`config.mk`:
```
export PLATFORM = sky130hd
export DESIGN_NAME = nbit_sync_updown_mod_flat
export DESIGN_NICKNAME = d
export VERILOG_FILES = /design/src/rtl/nbit_sync_updown_mod_if.sv /design/src/rtl/nbit_sync_updown_mod.sv /design/src/flat_wrapper.sv
export SDC_FILE = /design/constraint.sdc
export NUM_CORES = 1
export LEC_CHECK = 0
export BUFFER_PORTS_ARGS = -buffer_cell sky130_fd_sc_hd__buf_2
export CORE_MARGIN = 3
export CORE_UTILIZATION = 25
export DETAILED_ROUTE_END_ITERATION = 10
export HOLD_SLACK_MARGIN = 0.15
export PLACE_DENSITY = 0.56
export SYNTH_ARGS = -nofsm -noshare
export SYNTH_HDL_FRONTEND = slang
export SYNTH_SLANG_ARGS = --single-unit
```
`constraint.sdc`:
```
create_clock -name clk -period 2.4 [get_ports clk]
set_input_delay 0.24 -clock clk [delete_from_list [all_inputs] [get_ports clk]]
set_output_delay 0.24 -clock clk [all_outputs]
set_load 0.05 [all_outputs]
```
`src/rtl/nbit_sync_updown_mod_if.sv`:
```
// Control and status bundle of the synchronous up/down modulus counter.
// The master side drives the controls and the slave (counter) side drives the status.
interface nbit_sync_updown_mod_if #(
    parameter int N = 4
);
    logic         en;
    logic         mode;
    logic         load;
    logic [N-1:0] d;
    logic         sat;
    logic         clr_ovf;
    logic [N-1:0] y;
    logic         tc;
    logic         wrp;
    logic         ovf;

    modport master (
        output en, mode, load, d, sat, clr_ovf,
        input  y, tc, wrp, ovf
    );

    modport slave (
        input  en, mode, load, d, sat, clr_ovf,
        output y, tc, wrp, ovf
    );
endinterface

```
`src/rtl/nbit_sync_updown_mod.sv`:
```
// Up/down counter over 0..MOD-1 with a DIV prescaler, parallel load, wrap/saturate policy,
// a registered boundary pulse and a sticky overflow flag. Every state change happens on the rising edge of clk.
module nbit_sync_updown_mod #(
    parameter int N   = 4,
    parameter int MOD = 16,
    parameter int DIV = 1
) (
    input  logic                       clk,
    input  logic                       rst,
    nbit_sync_updown_mod_if.slave      bus
);
    localparam int           PW       = (DIV > 1) ? $clog2(DIV) : 1;
    localparam logic [PW-1:0] PRE_LAST = PW'(DIV - 1);
    // N+1 bits keep MOD-1 and y+1 exact when MOD = 2^N.
    localparam logic [N:0]   TOP      = (N + 1)'(MOD - 1);

    logic [N-1:0]  cnt;
    logic [N-1:0]  cnt_nxt;
    logic [N-1:0]  load_val;
    logic [PW-1:0] pre;
    logic [N:0]    y_ext;
    logic          tc;
    logic          tick;
    logic          boundary;
    logic          wrp;
    logic          ovf;

    assign y_ext    = {1'b0, cnt};
    assign load_val = ({1'b0, bus.d} > TOP) ? TOP[N-1:0] : bus.d;

    always_comb begin
        tc       = bus.mode ? (y_ext == TOP) : (y_ext == '0);
        tick     = bus.en & (pre == PRE_LAST);
        boundary = tick & tc;
        cnt_nxt  = cnt;
        if (tick) begin
            if (bus.mode) begin
                if (y_ext < TOP)
                    cnt_nxt = N'(y_ext + 1'b1);
                else if (!bus.sat)
                    cnt_nxt = '0;
            end else begin
                if (y_ext != '0)
                    cnt_nxt = N'(y_ext - 1'b1);
                else if (!bus.sat)
                    cnt_nxt = TOP[N-1:0];
            end
        end
    end

    always_ff @(posedge clk) begin
        if (rst) begin
            cnt <= '0;
            pre <= '0;
            wrp <= 1'b0;
            ovf <= 1'b0;
        end else if (bus.load) begin
            cnt <= load_val;
            pre <= '0;
            wrp <= 1'b0;
            if (bus.clr_ovf)
                ovf <= 1'b0;
        end else begin
            if (bus.en)
                pre <= tick ? '0 : pre + 1'b1;
            cnt <= cnt_nxt;
            wrp <= boundary;
            // A boundary event on the same edge as clr_ovf keeps the flag set.
            if (boundary)
                ovf <= 1'b1;
            else if (bus.clr_ovf)
                ovf <= 1'b0;
        end
    end

    assign bus.y   = cnt;
    assign bus.tc  = tc;
    assign bus.wrp = wrp;
    assign bus.ovf = ovf;
endmodule
```
`src/flat_wrapper.sv`:
```
// flat-port wrapper written by rule: the top's interface ports become plain ports
module nbit_sync_updown_mod_flat 
#(
    parameter int N   = 4,
    parameter int MOD = 16,
    parameter int DIV = 1
)
  (clk, rst, bus_en, bus_mode, bus_load, bus_d, bus_sat, bus_clr_ovf, bus_y, bus_tc, bus_wrp, bus_ovf);
  nbit_sync_updown_mod_if #(.N(N)) bus_i ();
  input  logic clk;
  input  logic rst;
  input wire logic [$bits(bus_i.en)-1:0] bus_en;
  input wire logic [$bits(bus_i.mode)-1:0] bus_mode;
  input wire logic [$bits(bus_i.load)-1:0] bus_load;
  input wire logic [$bits(bus_i.d)-1:0] bus_d;
  input wire logic [$bits(bus_i.sat)-1:0] bus_sat;
  input wire logic [$bits(bus_i.clr_ovf)-1:0] bus_clr_ovf;
  output wire logic [$bits(bus_i.y)-1:0] bus_y;
  output wire logic [$bits(bus_i.tc)-1:0] bus_tc;
  output wire logic [$bits(bus_i.wrp)-1:0] bus_wrp;
  output wire logic [$bits(bus_i.ovf)-1:0] bus_ovf;
  assign bus_i.en = bus_en;
  assign bus_i.mode = bus_mode;
  assign bus_i.load = bus_load;
  assign bus_i.d = bus_d;
  assign bus_i.sat = bus_sat;
  assign bus_i.clr_ovf = bus_clr_ovf;
  assign bus_y = bus_i.y;
  assign bus_tc = bus_i.tc;
  assign bus_wrp = bus_i.wrp;
  assign bus_ovf = bus_i.ovf;
  nbit_sync_updown_mod #(.N(N), .MOD(MOD), .DIV(DIV)) u_core (.clk(clk), .rst(rst), .bus(bus_i));
endmodule
```
==> flow_summary.json <==
{
  "seqPwrFrac": 0.391,
  "syn2layout_area_growth_pct": 28.2,
  "start_kind": "flip-flop",
  "netlist-cell-type-count": 28,
  "ir_drop_mv": 0.265,
  "status": "completed",
  "fin_crit_sh": 0.828,
  "p_total_w": 0.000346,
  "antenna_cells": 0,
  "grt_antenna_before_repair": 0,
  "cts_root_buf": "clkbuf_4",
  "synth_cells": 55,
  "p_leak_nw": 0.270,
  "slowest_stage": "nor4b_1",
  "synth-edff-count": 0,
  "fin_tns_setup_ns": 0,
  "drive_gt1_frac": 0.333,
  "pwr-share-clk": 0.323,
  "routed_wl_um": 1180,
  "fin_crit_ns": 1.99,
  "cts_num_sinks": 7,
  "post_cts_buffers": 0,
  "syn_area_sq_um": 470,
  "grt_usage": 0.107,
  "synth-warning-count": 0,
  "p_sw_frac": 0.361,
  "pre_cts_ws_ns": 0.440,
  "first_pass_iters": 4,
  "viasPerCell": 4.83,
  "fp.dieH_um": 49.4,
  "synth-main-ff-cell": "dfxtp_1",
  "dieArea_sq_mm": 0.00244,
  "path_cells": "inv_1 -> ha_1 -> nor4b_1 -> or2_2 -> buf_2",
  "final_cells": 100,
  "synth_commonest_cells": "7 x dfxtp_1, 5 x o21ai_0, 4 x inv_1, 4 x nor2_1",
  "maxSlewViolCount": 0,
  "port_buffers": 17,
  "dp.cells": 96,
  "combinationalPowerShare": 0.286,
  "cts_tree": "built",
  "ff_latch_area_sq_um": 140,
  "syn_area_per_cell_sq_um": 8.55,
  "drcViolationCount": 0,
  "holdCritPathClass": "in -> reg",
  "async_reset_ff_frac": 0,
  "arrival_ns": 1.75,
  "nNetsFinal": 89,
  "crit_path_end_kind": "output pin",
  "grt_overflow": 0,
  "rsz0062_at_grt": "no",
  "core_sq_mm": 0.00175,
  "cts_buffer_depth": 2,
  "grt_max_degree": 10,
  "numCtsBuffers": 3,
  "htreeDepth": 1,
  "skew_ns": 0.00789,
  "maxCapViolations": 0,
  "holdBufCountCts": 0,
  "gp_congestion": 0.835,
  "internal-power_w": 0.000221,
  "worst-path-max-fanout": 7,
  "cts.clk_slew.worst_paths_ns": 0.06,
  "vias": 483,
  "yosys.area.top_type_share": 0.298,
  "pin_count": 18,
  "worst_slack_ns": 0.413,
  "grt_pass1_vias": 447,
  "power.switching_w": 0.000125,
  "ys_seq_area_frac": 0.298,
  "synthTopCellsByArea": "dfxtp_1 30%, a311oi_1 5.6%, ha_1 5.3%, o21ai_0 5.3%, nor4b_1 3.7%",
  "ys_ff_latch": 7,
  "path_class": "reg -> out",
  "routedWlPerCell_um": 11.8,
  "std_cell_rows": 15,
  "ctsResizeCount": 0,
  "synth_most_common_cell": "dfxtp_1",
  "relSlewSlack": 0.722,
  "max_freq_mhz": 503,
  "drt_iter0_markers": 10,
  "die_x_um": 49.4,
  "floorplan.initialDensity": 0.270,
  "slowest_delay_ns": 0.37,
  "grt_pass1_wl_um": 1970,
  "cp.required_ns": 2.16,
  "drt.antenna.violating_nets": 0,
  "hold_slack_ns": 0.160,
  "finalSetupViolations": 0,
  "synth_top_area_cell": "dfxtp_1",
  "multi_input_area_sq_um": 304,
  "fill_cells": 189,
  "tightest_slew_ns": 0.411,
  "syn-num-nets": 68,
  "powerDensity_mw_per_mm2": 573,
  "hold_viol_final": 0,
  "insertion_delay_ns": 0.26
}
[power groups by stage]
stage	combinational [W]	sequential, W	clock [W]
6_report	0.0000988	0.000135	0.000112
5_1_grt	0.000108	0.000137	0.000127
4_1_cts	0.0000999	0.000135	0.000116
3_5_place_dp	0.0000990	0.000137	0
3_3_place_gp	0.0000997	0.000137	0
2_1_floorplan	0.0000512	0.000158	0
[layout by cell type (no fill, tap or decap), types with 2 or more instances in the layout]
cell	n
nor3b_1	2
o31ai_1	2
buf_2	17
nand2b_1	2
o21ai_0	5
or2_2	2
nor2_1	4
inv_1	4
nand3_1	3
ha_1	2
a311oi_1	3
nor4b_1	2
a21oi_1	2
clkbuf_4	3
dfxtp_1	7
[state kept, by name, indices dropped and copies added, names as in the netlist]
signal / cells
u_core.bus.y: 4
u_core.bus.ovf: 1
u_core.bus.wrp: 1
u_core.pre: 1
[per-layer routing]
| metal | vias to the layer above | part of all wire | wire length, um | GRT usage |
|---|---|---|---|---|
| li1 | 251 | - | - | - |
| met1 | 217 | 0.44 | 520 | 0.120 |
| met2 | 13 | 0.49 | 586 | 0.163 |
| met3 | 2 | 0.053 | 63 | 0.0550 |
| met4 | 0 | 0.012 | 14 | 0.0553 |
| met5 | - | 0 | 0 | 0 |
[final timing paths]
check	from	endpoint	slack [ns]	cells after the start
worst max-delay path	u_core.bus.y[0]$_SDFFE_PP0P_	bus_tc	0.41	5
worst min-delay path	bus_en	u_core.pre$_SDFFE_PP0P_	0.16	2
worst max register to register	u_core.bus.y[0]$_SDFFE_PP0P_	u_core.bus.y[2]$_SDFFE_PP0P_	0.42	6
worst min register to register	u_core.pre$_SDFFE_PP0P_	u_core.pre$_SDFFE_PP0P_	0.49	1
[critical path: cells and delay by family (launching register included)]
kind / cells / cell delay (ns)
adder cells (fa/ha/maj): 1 / 0.18
buffers and inverters: 2 / 0.38
AND/OR/NAND/NOR: 2 / 0.57
flip-flops: 1 / 0.36
[cells by family after synthesis]
logic type / after synthesis / share of synthesized area
mux: 1 / 0.0213
buf+inv: 5 / 0.0558
fa+ha+maj: 2 / 0.0532
simple gates: 21 / 0.287
flops: 7 / 0.298
xor+xnor: 1 / 0.0186
compound gates: 18 / 0.266
[final cells by class]
| type | count | area share |
|---|---|---|
| clock buffers | 3 | 0.0373 |
| multi-input cells | 43 | 0.504 |
| well taps | 25 | 0.0519 |
| flip-flops and latches | 7 | 0.232 |
| inverters | 4 | 0.0249 |
| repair buffers | 17 | 0.141 |
| clock inverters | 1 | 0.00830 |
[metrics by stage]
step | util | instance area [sq um]
after floorplan | - | 470
after global placement | 0.330 | 576
after detailed placement | 0.330 | 576
after CTS | 0.346 | 603
after global routing | 0.346 | 603
final | 0.346 | 603
Note: power is estimated with default switching activity, not from simulation.
